[src/rtl/vga_pattern_gen.sv]
// vga_pattern_gen: test-pattern source that sits behind vga_timing.
// Rebuilds the active pixel X/Y position from de/vsync strobes, selects one of
// several 24-bit test patterns (latched once per frame) and re-times the
// strobes so de/hsync/vsync/rgb all leave together, 2 clocks after input.
//
// Optional feature: define PATTERN_MOVING_BOX_EN to overlay a white
// BOX_SIZE x BOX_SIZE box that bounces one pixel per frame. BOX_SIZE exists
// only when the macro is defined.
//
// Ports
//   clk          pixel clock
//   rst          asynchronous reset, active-high
//   de_in        data enable (1 = active pixel)
//   hsync_in     horizontal sync, active-low
//   vsync_in     vertical sync, active-low
//   pattern_sel  pattern request, taken only at frame start
//   de_out       de_in delayed 2 clocks
//   hsync_out    hsync_in delayed 2 clocks
//   vsync_out    vsync_in delayed 2 clocks
//   rgb_out      {R,G,B}, black when blanking or not yet locked to a frame
//   frame_cnt    number of frame starts seen, wraps
module vga_pattern_gen #(
    parameter int unsigned H_ACTIVE  = 640,
    parameter int unsigned V_ACTIVE  = 480,
    parameter logic [23:0] SOLID_RGB = 24'h0000FF
`ifdef PATTERN_MOVING_BOX_EN
    ,
    parameter int unsigned BOX_SIZE  = 32
`endif
) (
    input  logic        clk,
    input  logic        rst,
    input  logic        de_in,
    input  logic        hsync_in,
    input  logic        vsync_in,
    input  logic [2:0]  pattern_sel,
    output logic        de_out,
    output logic        hsync_out,
    output logic        vsync_out,
    output logic [23:0] rgb_out,
    output logic [15:0] frame_cnt
);

    localparam int unsigned CW    = 12;
    localparam int unsigned BAR_W = H_ACTIVE / 8;
    localparam int unsigned X_MAX = H_ACTIVE - 1;
    localparam int unsigned Y_MAX = V_ACTIVE - 1;

    localparam logic [23:0] WHITE = 24'hFFFFFF;
    localparam logic [23:0] BLACK = 24'h000000;

    // Strobe history and position tracking
    logic          de_d;
    logic          vs_d;
    logic          fs_c;
    logic          le_c;
    logic [CW-1:0] x;
    logic [CW-1:0] y;
    logic [2:0]    pat;
    logic          locked;

    // Stage 1 registers
    logic [CW-1:0] x_s1;
    logic [CW-1:0] y_s1;
    logic          de_s1;
    logic          hs_s1;
    logic          vs_s1;
    logic [2:0]    pat_s1;
    logic          lock_s1;

    // Pattern evaluation
    logic [CW-1:0] bar_q;
    logic [2:0]    bar_idx;
    logic [23:0]   pattern_c;
    logic [23:0]   pixel_c;

    assign fs_c = vs_d & ~vsync_in;
    assign le_c = de_d & ~de_in;

    // Edge history, X/Y counters, frame count and per-frame pattern latch
    always_ff @(posedge clk or posedge rst) begin
        if (rst) begin
            de_d      <= 1'b0;
            vs_d      <= 1'b1;
            x         <= '0;
            y         <= '0;
            frame_cnt <= '0;
            pat       <= '0;
            locked    <= 1'b0;
        end else begin
            de_d <= de_in;
            vs_d <= vsync_in;

            if (le_c) begin
                x <= '0;
            end else if (de_in && (x != CW'(X_MAX))) begin
                x <= x + CW'(1);
            end

            // Frame start overrides a coincident line end
            if (fs_c) begin
                y <= '0;
            end else if (le_c && (y != CW'(Y_MAX))) begin
                y <= y + CW'(1);
            end

            if (fs_c) begin
                frame_cnt <= frame_cnt + 16'd1;
                pat       <= pattern_sel;
                locked    <= 1'b1;
            end
        end
    end

    // Stage 1: capture position, strobes and the frame's pattern together
    always_ff @(posedge clk or posedge rst) begin
        if (rst) begin
            x_s1    <= '0;
            y_s1    <= '0;
            de_s1   <= 1'b0;
            hs_s1   <= 1'b1;
            vs_s1   <= 1'b1;
            pat_s1  <= '0;
            lock_s1 <= 1'b0;
        end else begin
            x_s1    <= x;
            y_s1    <= y;
            de_s1   <= de_in;
            hs_s1   <= hsync_in;
            vs_s1   <= vsync_in;
            pat_s1  <= pat;
            lock_s1 <= locked;
        end
    end

    // Pattern colour for the stage-1 pixel
    always_comb begin
        pattern_c = BLACK;
        bar_q     = x_s1 / CW'(BAR_W);
        bar_idx   = (bar_q > CW'(7)) ? 3'd7 : bar_q[2:0];

        case (pat_s1)
            3'd0: begin
                case (bar_idx)
                    3'd0:    pattern_c = 24'hFFFFFF;
                    3'd1:    pattern_c = 24'hFFFF00;
                    3'd2:    pattern_c = 24'h00FFFF;
                    3'd3:    pattern_c = 24'h00FF00;
                    3'd4:    pattern_c = 24'hFF00FF;
                    3'd5:    pattern_c = 24'hFF0000;
                    3'd6:    pattern_c = 24'h0000FF;
                    default: pattern_c = 24'h000000;
                endcase
            end
            3'd1:    pattern_c = (x_s1[5] ^ y_s1[5]) ? BLACK : WHITE;
            3'd2:    pattern_c = {x_s1[9:2], x_s1[9:2], x_s1[9:2]};
            3'd3: begin
                if ((x_s1[3:0] == 4'd0) || (y_s1[3:0] == 4'd0) ||
                    (x_s1 == CW'(X_MAX)) || (y_s1 == CW'(Y_MAX))) begin
                    pattern_c = WHITE;
                end
            end
            3'd4:    pattern_c = SOLID_RGB;
            default: pattern_c = BLACK;
        endcase
    end

`ifdef PATTERN_MOVING_BOX_EN
    // Bouncing box: position moves one pixel per frame start
    logic [CW-1:0] bx;
    logic [CW-1:0] by;
    logic          dir_x;   // 0 = +x, 1 = -x
    logic          dir_y;   // 0 = +y, 1 = -y
    logic [CW-1:0] bx_next;
    logic [CW-1:0] by_next;
    logic          dir_x_next;
    logic          dir_y_next;
    logic          in_box_c;

    // A blocked step flips direction and moves the other way in the same frame
    always_comb begin
        bx_next    = bx;
        by_next    = by;
        dir_x_next = dir_x;
        dir_y_next = dir_y;

        if (!dir_x) begin
            if (bx >= CW'(H_ACTIVE - BOX_SIZE)) begin
                dir_x_next = 1'b1;
                bx_next    = bx - CW'(1);
            end else begin
                bx_next    = bx + CW'(1);
            end
        end else begin
            if (bx == '0) begin
                dir_x_next = 1'b0;
                bx_next    = bx + CW'(1);
            end else begin
                bx_next    = bx - CW'(1);
            end
        end

        if (!dir_y) begin
            if (by >= CW'(V_ACTIVE - BOX_SIZE)) begin
                dir_y_next = 1'b1;
                by_next    = by - CW'(1);
            end else begin
                by_next    = by + CW'(1);
            end
        end else begin
            if (by == '0) begin
                dir_y_next = 1'b0;
                by_next    = by + CW'(1);
            end else begin
                by_next    = by - CW'(1);
            end
        end
    end

    always_ff @(posedge clk or posedge rst) begin
        if (rst) begin
            bx    <= '0;
            by    <= '0;
            dir_x <= 1'b0;
            dir_y <= 1'b0;
        end else if (fs_c) begin
            bx    <= bx_next;
            by    <= by_next;
            dir_x <= dir_x_next;
            dir_y <= dir_y_next;
        end
    end

    assign in_box_c = (x_s1 >= bx) && (x_s1 < (bx + CW'(BOX_SIZE))) &&
                      (y_s1 >= by) && (y_s1 < (by + CW'(BOX_SIZE)));
    assign pixel_c  = in_box_c ? WHITE : pattern_c;
`else
    assign pixel_c  = pattern_c;
`endif

    // Stage 2: registered outputs; black outside active video or before lock
    always_ff @(posedge clk or posedge rst) begin
        if (rst) begin
            de_out    <= 1'b0;
            hsync_out <= 1'b1;
            vsync_out <= 1'b1;
            rgb_out   <= '0;
        end else begin
            de_out    <= de_s1;
            hsync_out <= hs_s1;
            vsync_out <= vs_s1;
            rgb_out   <= (de_s1 && lock_s1) ? pixel_c : BLACK;
        end
    end

endmodule
[config.mk]
export PLATFORM = sky130hd
export DESIGN_NAME = vga_pattern_gen
export DESIGN_NICKNAME = d
export VERILOG_FILES = /design/src/rtl/vga_pattern_gen.sv
export SDC_FILE = /design/constraint.sdc
export NUM_CORES = 1
export LEC_CHECK = 0
export ABC_AREA = 1
export CAP_MARGIN = 10
export CORE_ASPECT_RATIO = 0.6
export CORE_MARGIN = 4
export CORE_UTILIZATION = 45
export CTS_CLUSTER_DIAMETER = 200
export CTS_CLUSTER_SIZE = 28
export DETAILED_ROUTE_END_ITERATION = 10
export DONT_BUFFER_PORTS = 1
export PLACE_DENSITY = 0.58
export SETUP_SLACK_MARGIN = 0.2
export SLEW_MARGIN = 10
export SYNTH_ARGS = -nofsm -noshare
export SYNTH_HDL_FRONTEND = slang
export SYNTH_SLANG_ARGS = --single-unit
[constraint.sdc]
create_clock -name clk -period 4 [get_ports clk]
set_input_delay 0.4 -clock clk [delete_from_list [all_inputs] [get_ports clk]]
set_output_delay 0.4 -clock clk [all_outputs]
set_load 0.1 [all_outputs]
### After elaboration in Yosys (flattened, before gate mapping)

Index checks and enable logic that the tools add are counted.

* add/subtract/negate cells: 3
* $mul: 0
* divide/modulo/power cells: 1
* order comparisons: 1
* eq/ne operators: 14
* shifts and indexed selects: 0
* multiplexer cells: 10
* bitwise logic cells: 5
* reductions and logical operators: 12

Operator list (count)
* one-hot mux 24 bit (7 select lines): 1
* one-hot mux 24 bit (5 select lines): 1
* 2-to-1 mux 24 bit: 3
* 2-to-1 mux 12 bit: 4
* adder 12 x 1 -> 12 bit, second input constant: 2
* adder 16 x 1 -> 16 bit, second input constant: 1
* divider 12 x 7 -> 12 bit, second input constant: 1
* equality test 12 x 10 -> 1 bit, second input constant: 1
* equality test 12 x 9 -> 1 bit, second input constant: 1
* equality test 3 x 2 -> 1 bit, second input constant: 4
* equality test 3 bit, second input constant: 4
* > comparator 12 x 3 -> 1 bit, second input constant: 1
* inequality test 12 x 10 -> 1 bit, second input constant: 1
* inequality test 12 x 9 -> 1 bit, second input constant: 1
* logical NOT 4 bit: 2
* equality test 3 x 1 -> 1 bit, second input constant: 2
* logical NOT 3 bit: 2
* nonzero test 2 bit: 2
* logical AND 1 bit: 3
* logical OR 1 bit: 3
* 2-to-1 mux 3 bit: 1
* AND 1 bit: 2
* inverter 1 bit: 2
* bitwise XOR 1 bit: 1

* register bits: 102
* latch bits: 0
* bits in writable memories: 0
* memory bits (read-only): 0
* input port bits: 8
* output and inout port bits: 43
* logic and storage cells: 62
* memories: 0

### Depth between registers and ports, before layout

Gate-level depths: netlist (run 1).

* word-level depth: 7
* mapped depth: 21
* mapped depth without buffers: 21

### Worst setup path before layout (run 1)

OpenSTA, ideal clock, no wires.

* path type: reg-to-reg
* start point: reg frame_cnt[0]
* end point: reg frame_cnt[14]
* setup time: 0.162 ns
* arrival time: 2.269 ns
* data required time: 3.838 ns
* path slack: 1.569 ns
* stages on the path, launching flop included: 8
* path buffers: 0
* clock period less this slack: 2.431 ns
* path through: dfrtp_1 -> ha_1 -> nand4_1 -> nor3_1 -> nand3_1 -> nand3b_1 -> nor2_1 -> xor2_1

* word-level cells in the longest chain between the ends: 1

RTL lines
* start, declared: RTL line 41 `output logic [15:0] frame_cnt`
* start signal, assigned: RTL line 108 `frame_cnt <= frame_cnt + 16'd1;`
* adder 16 x 1 -> 16 bit: RTL line 108

Every way passes these cells.
A chain may end at the register's enable or synchronous reset.

### Worst setup path after layout (run 1)

* start point: reg x[0]
* end point: reg x[11]

* word-level cells in the longest chain between the ends: 3
* elaborated cells on any way between the ends: 6
* classes of those cells: add/sub (1); eq/ne (1); mux (2); reduce/logical (2)

RTL lines
* start, declared: RTL line 57 `logic [CW-1:0] x;`
* start signal, assigned: RTL line 97 `x <= x + CW'(1);`
* adder 12 x 1 -> 12 bit / inequality test 12 x 10 -> 1 bit (equally long branches): RTL line 97, 96
* 2-to-1 mux 12 bit / logical AND 1 bit (equally long branches): RTL line 96 `end else if (de_in && (x != CW'(X_MAX))) begin`
* 2-to-1 mux 12 bit / nonzero test 2 bit (equally long branches)

Several ways; a longest one is shown, not always the timed one. The select of a mux whose other input is x is not followed.

==> results of run 1 <==
==> cell families (layout without fill, tap and decap cells) <==
logic type | Yosys count | in the layout
AND/OR/NAND/NOR | 197 | 197
flip-flops | 102 | 102
buffers and inverters | 72 | 97
AO/OA/AOI/OAI | 69 | 69
XOR/XNOR | 18 | 18
adder cells (fa/ha/maj) | 3 | 3
==> flip-flops by register name, summed over array words and instances (netlist names) <==
signal / cells
vs_s1: 1
de_s1: 1
pat_s1: 3
x: 12
locked: 1
lock_s1: 1
x_s1: 12
rgb_out: 24
pat: 3
y_s1: 12
frame_cnt: 16
de_out: 1
vsync_out: 1
y: 12
hs_s1: 1
hsync_out: 1
==> through the flow <==
stage	hold slack (ps)	power (mW)	setup WS, ps	utilization [%]
global placement	346	2.11	1430	49.7
global route	22.2	3.26	1010	53.6
CTS	32.1	3.16	1350	53.6
detailed placement	349	2.11	1360	49.7
finish	48.4	3.12	1320	53.6
floorplan	345	1.98	931	-
==> metal layers <==
layer,vias up,wire length [um]
li1,1554,-
met1,1431,4630
met2,72,3380
met3,12,555
met4,0,103
met5,-,0
==> cell type report <==
cell class,instances,area share (%)
Timing Repair Buffer,13,1.95
Clock inverter,4,1.97
Inverter,68,5.14
Tap cell,130,3.24
Multi-Input combinational cell,287,31.4
Sequential cell,102,51.0
Clock buffer,12,5.31
==> cell usage after synthesis (all sizes together) <==
| cell type | number | area, um2 |
|---|---|---|
| a211oi | 1 | 7.51 |
| a21oi | 41 | 258 |
| a22oi | 1 | 7.51 |
| and3 | 2 | 12.5 |
| clkbuf | 4 | 15.0 |
| dfrtp | 98 | 2450 |
| dfstp | 4 | 105 |
| ha | 3 | 37.5 |
| inv | 68 | 255 |
| nand2 | 78 | 345 |
| nand3 | 41 | 243 |
| nand3b | 2 | 15.0 |
| nand4 | 9 | 56.3 |
| nor2 | 38 | 143 |
| nor3 | 17 | 90.1 |
| nor3b | 2 | 15.0 |
| nor4 | 5 | 31.3 |
| o21ai | 23 | 115 |
| o22ai | 1 | 6.26 |
| o31ai | 1 | 7.51 |
| o41ai | 1 | 8.76 |
| or2 | 2 | 12.5 |
| or3 | 1 | 6.26 |
| xnor2 | 7 | 61.3 |
| xor2 | 11 | 96.3 |
==> worst min path at each step <==
stage / start / to / slack, ps / depth (start not counted)
floorplan: hs_s1 / hsync_out / 350 / 0
global placement: hs_s1 / hsync_out / 350 / 0
detailed placement: hs_s1 / hsync_out / 350 / 0
CTS: vsync_in / vs_s1 / 30 / 0
global route: vsync_in / vs_s1 / 20 / 0
finish: vsync_in / vs_s1 / 50 / 0
==> where the power goes <==
part | switching [mW] | internal, mW
registers | 0.411 | 1.15
clock network | 0.367 | 0.665
logic | 0.389 | 0.133
total | 1.17 | 1.95
==> reports/qor.yml, run 1 <==
critical_path:
  path_depth: 18
  crit_start: "x[0]"
  rr_worst_depth: 18
  cpPeakStageDelay_ps: 440
  r2r_start: "x[0]"
  critPathMostFrequentCell: "nand2_1"
  r2r_slack_ps: 1320
  r2r_end: "x[11]"
  cp.required_ps: 4230
  critical_path.endpoint: "x[11]"
  path_max_fanout: 6
  worstPathArrival_ps: 2910
  critical_path_class: "flip-flop to flip-flop"
  crit_buf_inv: 3
  critPathTopFamily: "simple AND/OR/NAND/NOR gates"
  critPathLaunchType: "flip-flop"
  crit_chain: "ha_1 > nand2_1 > nor2_1 > inv_1 > nor2_1 > inv_1 > nor3_1 > or2_2 > nand2_1 > nand2_1 > nor2_1 > nand2_1 > nor2_1 > inv_1 > nor3_1 > nand2_1 > o21ai_1 > a21oi_1"
  cp-end-kind: "flip-flop"
  slowest_stage: "dfrtp_1"
layout:
  final_cell_mix: "dfrtp_1, nand2_1, inv_1, nor2_1, nand3_1"
  fin_cells: 616
  n_fill_cell: 841
  final_area_um2: 5020
  multi_input_area_um2: 1580
  drive_gt1_share_pct: 15.6
  n_antenna_cell: 0
  seq_area_um2: 2560
  syn_to_final_growth_pct: 13.9
  num-nets-final: 492
  layout_commonest_cell: "dfrtp_1"
global_route:
  use_met2_pct: 22.6
  grt_max_degree: 74
  antenna_found_initial: 0
  gr-usage-all-layers_pct: 16.8
  use_met1_pct: 25.4
  grt_first_pass_wirelength_mm: 15.1
  grt_pass1_vias: 2975
  grt-busiest-layer: "met1"
  grt_overflow_total: 0
  gr-usage-met3_pct: 6.65
timing:
  period_minus_slack_ps: 2680
  hold_violations: 0
  worst_pin_slew_ps: 990
  relSlewSlack_pct: 33.8
  maxSlewViolCount: 0
  fmax_mhz: 374
  setup_tns_ps: 0
  rsz0062_at_grt: "false"
  setup-violations-final: 0
  period_share_pct: 66.9
  finClkSkew_ps: 5.01
cts:
  cts_buffers: 9
  clock_latency_ps: 340
  cts_buffer_depth: 2
  path_clk_slew_ps: 70
  cts_tree: "yes"
  cts_setup_buffers: 0
  post_cts_resize_count: 0
  clock_sinks: 102
  root_buffer: "clkbuf_16"
  postCtsHoldBufs: 0
  htree_levels: 3
synthesis:
  synth_area_per_cell_um2: 9.55
  synth-xor-area-share_pct: 3.58
  synth-seq-area-share_pct: 58.1
  synthCells: 461
  synth_cell_types: 33
  synthSimpleGateAreaFrac_pct: 22.0
  yosysWarnings: 0
  syn-cell-area_um2: 4400
  synth-seq-cells: 102
  yosys.area_share.adder_pct: 0.853
  synth_mux_area_share_pct: 0
  synth_top_family_by_area: "simple AND/OR/NAND/NOR gates"
  synthesis.nets: 472
  synth-compound-area-share_pct: 9.32
die:
  core_area_um2: 9360
  die-area_um2: 11500
  die_y_um: 84.6
  die_w_um: 136
  row_count: 27
  io_pins: 51
  initial_core_util_pct: 47.1
detailed_routing:
  vias_per_cell: 4.98
  ant_nets: 0
  vias: 3069
  drc_errors: 0
  wl_mm: 8.67
  firstDrtPassIters: 4
  wire_per_inst_um: 14.1
  initialDrtViolationCount: 152
worst_hold_path:
  hold_class: "input port to flip-flop"
power:
  powerDensity_nw_per_um2: 622
  ir_worst_vdd_mv: 0.398
  p_leak_nw: 2.41
placement:
  placed_cells: 600
  gp_congestion: 0.793
  placedInstanceArea_um2: 4650
  dp_hpwl_mm: 6.47
  placement.io_buffers: 0
status:
  status: "completed"
job:
  cap_violations: 0
Power figures use the tool's default switching activity.
==> inputs of run 2 (changes only) <==
--- a/config.mk
+++ b/config.mk
@@ -14,7 +14,7 @@
 export CTS_CLUSTER_SIZE = 28
 export DETAILED_ROUTE_END_ITERATION = 10
 export DONT_BUFFER_PORTS = 1
-export PLACE_DENSITY = 0.58
+export PLACE_DENSITY = 0.6
 export SETUP_SLACK_MARGIN = 0.2
 export SLEW_MARGIN = 10
 export SYNTH_ARGS = -nofsm -noshare
==> constraint.sdc (replaced) <==
create_clock -name clk -period 2.45 [get_ports clk]
set_input_delay 0.245 -clock clk [delete_from_list [all_inputs] [get_ports clk]]
set_output_delay 0.245 -clock clk [all_outputs]
set_load 0.1 [all_outputs]
==> reports/qor.yml, run 2 (same netlist as run 1, synthesis figures left out) <==
cts:
  cts_buffer_depth: 2
  clock_latency_ps: 350
  cts_tree: "yes"
  cts_buffers: 9
  root_buffer: "clkbuf_16"
  htree_levels: 3
  clock_sinks: 102
  path_clk_slew_ps: 70
timing:
  rsz0062_at_grt: "true"
  setup-violations-final: 0
  setup_slack_ps: 140
  maxSlewViolCount: 0
  finClkSkew_ps: 7.78
  fmax_mhz: 433
  relSlewSlack_pct: 28.5
  hold_violations: 0
  period_share_pct: 94.3
  setup_tns_ps: 0
  period_minus_slack_ps: 2310
  worst_pin_slew_ps: 1070
die:
  die-area_um2: 11500
  die_y_um: 84.6
  row_count: 27
  core_area_um2: 9360
  initial_core_util_pct: 47.1
  die_w_um: 136
  io_pins: 51
critical_path:
  crit_start: "x_s1[9]"
  worstPathArrival_ps: 2490
  cpPeakStageDelay_ps: 440
  r2r_end: "rgb_out[7]"
  slowest_stage: "dfrtp_2"
  critPathLaunchType: "flip-flop"
  cp-end-kind: "flip-flop"
  rr_worst_depth: 18
  crit_buf_inv: 0
  path_max_fanout: 8
  path_depth: 18
  critPathTopFamily: "simple AND/OR/NAND/NOR gates"
  critical_path.endpoint: "rgb_out[7]"
  cp.required_ps: 2630
  crit_chain: "o21ai_2 > nand2_2 > nand3_4 > nand2_4 > nand2_4 > nand3_4 > nand2_4 > nand2_4 > nand2_4 > nand3_4 > nand2_4 > nand2_4 > nand2_1 > nand3_1 > nand2_1 > nand3_4 > nand2_8 > a21oi_2"
  r2r_start: "x_s1[9]"
  critical_path_class: "flip-flop to flip-flop"
  r2r_slack_ps: 140
  critPathMostFrequentCell: "nand2_4"
global_route:
  grt_first_pass_wirelength_mm: 16.2
  gr-usage-all-layers_pct: 18.1
  grt_overflow_total: 0
  grt_pass1_vias: 3188
  grt_max_degree: 103
  antenna_found_initial: 0
detailed_routing:
  drc_errors: 0
  initialDrtViolationCount: 266
  wire_per_inst_um: 15.2
  firstDrtPassIters: 5
  wl_mm: 9.74
  ant_nets: 0
  vias: 3242
  vias_per_cell: 5.06
power:
  p_leak_nw: 2.55
  ir_worst_vdd_mv: 0.611
  powerDensity_nw_per_um2: 908
layout:
  syn_to_final_growth_pct: 21.4
  reg.largest.list: "rgb_out x24, frame_cnt x16"
  largest_reg_flops: 24
  final_cell_mix: "dfrtp_1, inv_1, nand2_1, nor2_1"
  num-nets-final: 517
  drive_gt1_share_pct: 26.4
  utilization_pct: 57.1
  top_register: "rgb_out"
  n_antenna_cell: 0
  layout_commonest_cell: "dfrtp_1"
  fin_cells: 641
worst_hold_path:
  hold_class: "input port to flip-flop"
  min-delay-start: "pattern_sel[1]"
placement:
  gp_congestion: 0.837
  placed_cells: 608
  dp_hpwl_mm: 6.78
  dp_slack_ps: 34.8
  placement.io_buffers: 0
status:
  status: "completed"
job:
  cap_violations: 0
[run 2: worst min-delay path by stage]
| stage | end | slack [ps] | cells past startpoint |
|---|---|---|---|
| after detailed placement | hs_s1 | 250 | 0 |
| after CTS | pat[1] | 20 | 2 |
| after floorplan | hs_s1 | 250 | 0 |
| after global routing | pat[1] | 40 | 2 |
| after global placement | hs_s1 | 250 | 0 |
| final | pat[1] | 20 | 2 |
[run 2: worst reg2reg max path, cell delays in order, from the launching register on]
cell and delay (ps):
dfrtp_2 440, o21ai_2 180, nand2_2 120, nand3_4 110
nand2_4 80, nand2_4 80, nand3_4 90, nand2_4 110
nand2_4 70, nand2_4 80, nand3_4 90, nand2_4 110
nand2_4 70, nand2_1 80, nand3_1 70, nand2_1 100
nand3_4 100, nand2_8 110, a21oi_2 70
[run 2: final cells by class]
cell class | count | area (um2)
flip-flops and latches | 102 | 2560
inverters | 68 | 259
clock inverters | 7 | 57.6
clock buffers | 9 | 225
repair buffers | 38 | 308
fillers | 814 | 4010
multi-input cells | 287 | 1770
well taps | 130 | 163
[run 2: repair_timing]
action | 4_1_cts | 5_1_grt
hold buffers | 4 | 0
endpoints found under the setup margin | 22 | 34
hold endpoints to repair | 101 | 0
pin swaps | 15 | 18
buffers inserted | 8 | 5
gates resized for setup | 19 | 30
[run 2: through the flow]
step	instance area, um2	hold WS [ps]	power, mW
2_1_floorplan	4420	249	3.23
3_3_place_gp	4740	250	3.46
3_5_place_dp	4740	250	3.46
4_1_cts	5180	19.1	4.85
5_1_grt	5340	36.3	5.08
6_report	5340	22.7	4.85
[run 2: routing by layer]
metal,vias up,wire (um),GRT usage (%)
li1,1591,-,-
met2,101,4100,25.1
met5,-,0,0
met1,1540,4900,26.9
met3,10,669,6.23
met4,0,77,4.76
[run 2: power by group]
part | total, mW | internal, mW | switching [mW]
clock network | 1.36 | 0.701 | 0.655
registers | 2.57 | 1.89 | 0.685
logic | 0.920 | 0.268 | 0.652
total | 4.85 | 2.86 | 1.99
